**config.mk**
```make
export PLATFORM = sky130hd
export DESIGN_NAME = mem_initiator
export DESIGN_NICKNAME = d
export VERILOG_FILES = /design/src/rtl/mem_initiator.sv
export SDC_FILE = /design/constraint.sdc
export NUM_CORES = 1
export LEC_CHECK = 0
export ABC_AREA = 1
export CORE_MARGIN = 10
export CORE_UTILIZATION = 40
export DETAILED_ROUTE_END_ITERATION = 8
export PLACE_DENSITY = 0.67
export SLEW_MARGIN = 20
export SYNTH_ARGS = -nofsm -noshare
export SYNTH_HDL_FRONTEND = slang
export SYNTH_SLANG_ARGS = --single-unit
```
**constraint.sdc**
```tcl
create_clock -name clk -period 1.8 [get_ports clk]
set_input_delay 0.36 -clock clk [delete_from_list [all_inputs] [get_ports clk]]
set_output_delay 0.36 -clock clk [all_outputs]
set_load 0.03 [all_outputs]
```
**src/rtl/mem_initiator.sv**
```systemverilog
`default_nettype none
// ============================================================================
//  Module      : mem_initiator
//  Description : Bus initiator for a byte-wide synchronous RAM. Accepts byte
//                or 16-bit little-endian word read/write requests from the core
//                over a valid/ready handshake and sequences them into one or
//                two RAM byte cycles. The RAM has 1-cycle read latency. Each
//                request ends with a one-cycle response pulse that carries the
//                read data.
//  Revision    : 1.0  initial release
// ----------------------------------------------------------------------------
//  Parameters
//    ADDR_W      address width; address arithmetic wraps modulo 2**ADDR_W
//    NARROW_SEXT 1: byte reads sign-extend into rsp_rdata[15:8]; 0: zero-extend
//  Ports
//    clk         system clock, all logic on posedge
//    rst_n       synchronous reset, active-low
//    req_valid   core request present
//    req_ready   initiator idle; request accepted when valid && ready
//    req_we      1 = write, 0 = read
//    req_wide    1 = 16-bit word, 0 = byte
//    req_adr     byte address (no alignment required)
//    req_wdata   write data; byte access uses [7:0]
//    rsp_valid   one-cycle pulse: request complete
//    rsp_rdata   read data, stable from rsp_valid until the next response
//    mem_adr     RAM address
//    mem_dat_o   write byte to RAM
//    mem_dat_i   read byte from RAM, valid the cycle after a sel && !we cycle
//    mem_sel     RAM select
//    mem_we      RAM write enable (only meaningful with mem_sel)
// ============================================================================
module mem_initiator #(
  parameter int ADDR_W      = 16,
  parameter bit NARROW_SEXT = 1'b0
) (
  input  logic              clk,
  input  logic              rst_n,
  input  logic              req_valid,
  output logic              req_ready,
  input  logic              req_we,
  input  logic              req_wide,
  input  logic [ADDR_W-1:0] req_adr,
  input  logic [15:0]       req_wdata,
  output logic              rsp_valid,
  output logic [15:0]       rsp_rdata,
  output logic [ADDR_W-1:0] mem_adr,
  output logic [7:0]        mem_dat_o,
  input  logic [7:0]        mem_dat_i,
  output logic              mem_sel,
  output logic              mem_we
);

  // --------------------------------------------------------------------------
  // State encoding
  // --------------------------------------------------------------------------
  localparam logic [2:0] IDLE = 3'd0;  // waiting for a request
  localparam logic [2:0] ACC0 = 3'd1;  // RAM cycle for the first byte
  localparam logic [2:0] ACC1 = 3'd2;  // RAM cycle for the second byte (wide)
  localparam logic [2:0] CAP  = 3'd3;  // read only: last byte arrives from RAM
  localparam logic [2:0] RESP = 4'd4;  // response pulse

  logic [2:0]        state;
  logic [2:0]        state_next;

  // Latched request
  logic              accept;
  logic              we_q;
  logic              wide_q;
  logic [ADDR_W-1:0] adr_q;
  logic [7:0]        wdata_hi_q;   // low byte goes straight to the bus at accept

  // First read byte of a wide read
  logic [7:0]        byte0;

  // Registered bus and response drivers plus their next values
  logic              sel_q;
  logic              mwe_q;
  logic              sel_d;
  logic              mwe_d;
  logic [ADDR_W-1:0] adr_d;
  logic [7:0]        dat_d;
  logic              rsp_valid_d;
  logic [15:0]       rdata_d;
  logic [15:0]       narrow_rdata;

  assign req_ready = rst_n && (state == IDLE);
  assign accept    = req_valid && req_ready;

  // The select and write enable are gated with rst_n so that a reset arriving
  // in the middle of a word access stops the RAM from committing the cycle that
  // is on the bus at the aborting edge.
  assign mem_sel = sel_q && rst_n;
  assign mem_we  = mwe_q && rst_n;

  // --------------------------------------------------------------------------
  // FSM: state register
  // --------------------------------------------------------------------------
  always_ff @(posedge clk) begin
    if (!rst_n) begin
      state <= IDLE;
    end else begin
      state <= state_next;
    end
  end

  // --------------------------------------------------------------------------
  // FSM: next-state logic
  // --------------------------------------------------------------------------
  always_comb begin
    state_next = state;
    case (state)
      IDLE: begin
        if (accept) begin
          state_next = ACC0;
        end
      end
      ACC0: begin
        if (wide_q) begin
          state_next = ACC1;
        end else if (we_q) begin
          state_next = RESP;
        end else begin
          state_next = CAP;
        end
      end
      ACC1: begin
        state_next = we_q ? RESP : CAP;
      end
      CAP: begin
        state_next = RESP;
      end
      RESP: begin
        state_next = IDLE;
      end
      default: begin
        state_next = IDLE;
      end
    endcase
  end

  // --------------------------------------------------------------------------
  // FSM: output logic
  // Bus and response outputs are registered, so their next values are decoded
  // from state_next: the values then appear during the cycle spent in that
  // state. When no RAM cycle follows, address and data hold their last value.
  // --------------------------------------------------------------------------
  assign narrow_rdata = NARROW_SEXT ? {{8{mem_dat_i[7]}}, mem_dat_i}
                                    : {8'h00, mem_dat_i};

  always_comb begin
    sel_d       = 1'b0;
    mwe_d       = 1'b0;
    adr_d       = mem_adr;
    dat_d       = mem_dat_o;
    rsp_valid_d = 1'b0;
    rdata_d     = wide_q ? {mem_dat_i, byte0} : narrow_rdata;
    case (state_next)
      ACC0: begin
        // ACC0 is reached only from IDLE on accept, so the request inputs
        // are still the live source for the first bus cycle.
        sel_d = 1'b1;
        mwe_d = req_we;
        adr_d = req_adr;
        dat_d = req_we ? req_wdata[7:0] : 8'h00;
      end
      ACC1: begin
        sel_d = 1'b1;
        mwe_d = we_q;
        adr_d = adr_q + ADDR_W'(1);   // wraps at the top of the address space
        dat_d = we_q ? wdata_hi_q : 8'h00;
      end
      RESP: begin
        rsp_valid_d = 1'b1;
      end
      default: begin
      end
    endcase
  end

  // --------------------------------------------------------------------------
  // Datapath registers
  // --------------------------------------------------------------------------
  always_ff @(posedge clk) begin
    if (!rst_n) begin
      we_q       <= 1'b0;
      wide_q     <= 1'b0;
      adr_q      <= '0;
      wdata_hi_q <= 8'h00;
      byte0      <= 8'h00;
      sel_q      <= 1'b0;
      mwe_q      <= 1'b0;
      mem_adr    <= '0;
      mem_dat_o  <= 8'h00;
      rsp_valid  <= 1'b0;
      rsp_rdata  <= 16'h0000;
    end else begin
      if (accept) begin
        we_q       <= req_we;
        wide_q     <= req_wide;
        adr_q      <= req_adr;
        wdata_hi_q <= req_wdata[15:8];
      end

      // During ACC1 of a read, the RAM presents the byte selected in ACC0.
      if ((state == ACC1) && !we_q) begin
        byte0 <= mem_dat_i;
      end

      sel_q     <= sel_d;
      mwe_q     <= mwe_d;
      mem_adr   <= adr_d;
      mem_dat_o <= dat_d;
      rsp_valid <= rsp_valid_d;

      // CAP only occurs on reads and is always followed by RESP, so loading
      // here makes rsp_rdata valid in the RESP cycle. Writes leave it alone.
      if (state == CAP) begin
        rsp_rdata <= rdata_d;
      end
    end
  end

endmodule
`default_nettype wire

```
Word level (Yosys, flattened, before mapping)

Index checks and enable logic that the tools add are counted.

$add $sub $neg: 1
Eq/ne operators: 6
Muxes and demuxes: 12
Reduce and logical (&&, ||, !) cells: 9

Operator list:

| operator                | count |
|---|---|
| $pmux W16 S2            | 1 |
| $add A16 B1 Y16 const B | 1 |
| $mux W16                | 1 |
| $mux W8                 | 2 |
| $pmux W8 S2             | 1 |
| $pmux W3 S4             | 1 |
| $eq A3 B2 Y1 const B    | 3 |
| $mux W3                 | 3 |
| $eq A3 B1 Y1 const B    | 2 |
| $logic_and A1 B1 Y1     | 5 |
| $eq A3 B3 Y1 const B    | 1 |
| $logic_not A3 Y1        | 1 |
| $mux W1                 | 2 |
| $pmux W1 S2             | 1 |
| $reduce_bool A2 Y1      | 1 |
| $reduce_or A2 Y1        | 1 |
| $logic_not A1 Y1        | 1 |

Register bits after elaboration: 80
Word-level logic and storage cells: 40
Output and inout port bits: 44
Input bits: 45

Depth between registers and ports, before layout

Depth in word-level cells: 8
Gate-level depth with buffers: 11
Mapped depth without buffers: 10

Worst setup path after synthesis

No wires, ideal clock.

Path type: input to output
Start: input port rst_n
End: output port mem_sel
Cell stages on the path: 4
Path buffers: 2
Data arrival time: 1.104 ns
Slack: 0.336 ns
Required time: 1.440 ns
Cell sequence: clkbuf_1 -> clkbuf_1 -> nand2_1 -> inv_1

Cells in the longest elaborated chain, start to end: 1

Ends and longest elaborated chain:

| item                | RTL line | text |
|---|---|---|
| start: declaration  | 37       | `input logic rst_n,` |
| $logic_and A1 B1 Y1 | 92       | `assign mem_sel = sel_q && rst_n;` |
| end: declaration    | 49       | `output logic mem_sel,` |

Every way passes these cells.

Worst setup path in the final report

Start: input port rst_n
End: output port mem_we

Cells in the longest elaborated chain, start to end: 1

Ends and longest elaborated chain:

| item                | RTL line | text |
|---|---|---|
| $logic_and A1 B1 Y1 | 93       | `assign mem_we = mwe_q && rst_n;` |
| end: declaration    | 50       | `output logic mem_we` |

Every way passes these cells.

==> flow_summary.ini <==
[sta]
worst_slack_ns = 0.04822
fin_crit_sh = 0.9732
worst_slew_pin_slew_ns = 0.5910
setup_violations = 0
skew_ns = 0.008226
relSlewSlack = 0.6056
drv_slew = 0
fmax_mhz = 570.8
period_needed_ns = 1.752
finalHoldViolCount = 0
rsz0062_at_grt = no
fin_hold_ws_ns = 0.4645

[floorplanning]
ioPinCount = 89
die_x_um = 115.9
die_area_um2 = 13440
core_um2 = 8848
initial_core_util = 0.4161
die_h_um = 115.9
rows = 34

[global_route]
grt_pass1_vias = 3488
grt_overflow = 0
grt_antenna_before_repair = 0
grt_pass1_wl_mm = 16.55
grt_max_degree = 42
gr-usage-all-layers = 0.1503

[placed_design]
port_buffers = 88
place_ws_ns = -0.1988
gp_congestion = 0.8787
hpwlAfterDp_mm = 7.355

[layout]
filler_cell_count = 854
area_growth_pct = 36.39
antenna_cells = 0
nNetsFinal = 658
drive_gt1_frac = 0.1021

[route]
drt-pass1-iter-count = 4
drcViolationCount = 0
num_vias = 3536
routed_via_density = 4.877
wire_per_inst_um = 13.89
wl_mm = 10.07
drtAntennaViolNets = 0
first_iter_violations = 207

[synthesis]
synth_flop_cell = dfxtp_1
synth.distinct_cells = 30
syn_nets = 566
synth_edf_count = 0
synth.most_common_cell = nand2_1
synth_top_area_share = 0.4349
yosysSeqAreaShare = 0.4349
ys_async_sr_fraction = 0
yosys.area.top_type = dfxtp_1
ys_seq_elements = 80
syn-cell-area_um2 = 3682
yosysWarnings = 0
syn_inst = 520
synth_commonest_cells = nand2_1 (146), dfxtp_1 (80), nor2_1 (59), inv_1 (44)
synth_area_per_cell_um2 = 7.081
yosys-top-cells-area = dfxtp_1 (43%), nand2_1 (15%), nor2_1 (6.0%)

[power]
p_clk_frac = 0.309
power_mw = 5.084
power_density_nw_per_um2 = 1012
power_frac_comb = 0.280
swShare = 0.3174
vdd_drop_max_v = 0.0004824
netSwitchingPower_mw = 1.614
p_int_mw = 3.470
leakage_nw = 2.144
p_seq_frac = 0.411

[cts]
path_clk_slew_ns = 0.08
cts_tree = done
cts_sinks = 80
htree_levels = 3
clk_latency_ns = 0.34
hold_buffers = 0
numCtsBuffers = 9
clockBufferDepth = 2
root_buffer = clkbuf_8

[job]
maxCapViolations = 0

[critical_path]
path_class = in -> out
crit_fanout = 19
end_kind = output pin
crit_path_start_kind = primary input
crit_required_ns = 1.44
critPathArrivalTime_ns = 1.39

[worst_hold_path]
hp-class = reg -> reg

[outcome]
outcome = complete, no violations
-- cell usage in the layout, fill, tap and decap left out, types with 2 or more instances in the layout --
| cell type | synthesis | routed |
|---|---|---|
| dlymetal6s2s_1 | 0 | 4 |
| a31oi_1 | 8 | 8 |
| clkinv_2 | 1 | 3 |
| nand3_4 | 1 | 2 |
| inv_2 | 3 | 3 |
| clkbuf_8 | 0 | 9 |
| o21ai_1 | 4 | 4 |
| nand2_1 | 146 | 146 |
| nand4_1 | 6 | 6 |
| nand2_2 | 2 | 2 |
| buf_12 | 0 | 5 |
| bufinv_16 | 0 | 3 |
| clkdlybuf4s50_1 | 0 | 81 |
| nand3_1 | 26 | 26 |
| nor2_2 | 1 | 2 |
| a21boi_1 | 4 | 4 |
| xor2_1 | 4 | 4 |
| dfxtp_1 | 80 | 80 |
| buf_4 | 3 | 17 |
| nor2_1 | 59 | 58 |
| xnor2_1 | 2 | 2 |
| o21a_1 | 2 | 2 |
| nand3_2 | 9 | 8 |
| nor2_4 | 5 | 5 |
| o21ai_0 | 41 | 41 |
| a21oi_1 | 41 | 41 |
| inv_1 | 44 | 44 |
-- registers in the layout, summed over array words and instances (netlist names), 3 cells and up --
signal,cells
wdata_hi_q,8
byte0,8
state,3
adr_q,16
mem_adr,16
rsp_rdata,16
mem_dat_o,8
-- power by group through the flow --
stage	logic (mW)	registers [mW]	clock network (mW)
after floorplan	0.708	2.28	0
after global placement	1.40	2.13	0
after detailed placement	1.41	2.13	0
after CTS	1.42	2.09	1.60
after global routing	1.56	2.12	1.66
final	1.42	2.09	1.57
-- layer usage --
metal | global-route usage | part of all wire | wire (um)
met1 | 0.1934 | 0.47 | 4729
met2 | 0.2355 | 0.45 | 4520
met4 | 0.05171 | 0.012 | 120
met3 | 0.04341 | 0.069 | 697
met5 | 0 | 0 | 0
-- critical path, cell delays in order --
cell and delay, ns:
clkdlybuf4s50_1 0.53, buf_8 0.20, nand2_1 0.09, inv_1 0.06, buf_4 0.15
-- final cells by class --
cell class	instances	area [um2]	share of cell area
Timing Repair Buffer	108	1104	0.2197
Sequential cell	80	1602	0.3189
Multi-Input combinational cell	364	1762	0.3508
Inverter	49	185.2	0.03687
Clock inverter	6	107.6	0.02142
Tap cell	108	135.1	0.02691
Clock buffer	10	127.6	0.02541
-- per-stage QoR --
stage	cells	TNS, ns	area (um2)	utilization
2_1_floorplan	520	0	3682	-
5_1_grt	725	0	5022	0.5676
3_5_place_dp	707	-6.024	4745	0.5362
4_1_cts	723	0	4984	0.5632
6_report	725	0	5022	0.5676
3_3_place_gp	707	-4.658	4745	0.5362
-- timing repair --
item                       CTS  global route
gates resized for setup      1             7
setup endpoints to repair    1            10
pin swaps                    0             1
hold endpoints to repair     0             0
buffers inserted             0             2
-- worst paths after layout --
check             cells after the start  slack (ns)                        from                         end
hold / removal                        2        0.46  rsp_rdata[10]$_SDFFE_PN0P_  rsp_rdata[10]$_SDFFE_PN0P_
setup / recovery                      5        0.05                       rst_n                      mem_we
setup reg to reg                      9        0.23       adr_q[1]$_SDFFE_PN0P_     mem_adr[8]$_SDFFE_PN0P_
hold reg to reg                       2        0.46  rsp_rdata[10]$_SDFFE_PN0P_  rsp_rdata[10]$_SDFFE_PN0P_
-- cells by family after synthesis --
kind of cell,share of synthesized area
flops,0.4349
fa+ha+maj,0.003397
xor+xnor,0.01427
simple gates,0.3153
buf+inv,0.08936
compound gates,0.1427
Note: power is estimated with default switching activity, not from simulation.
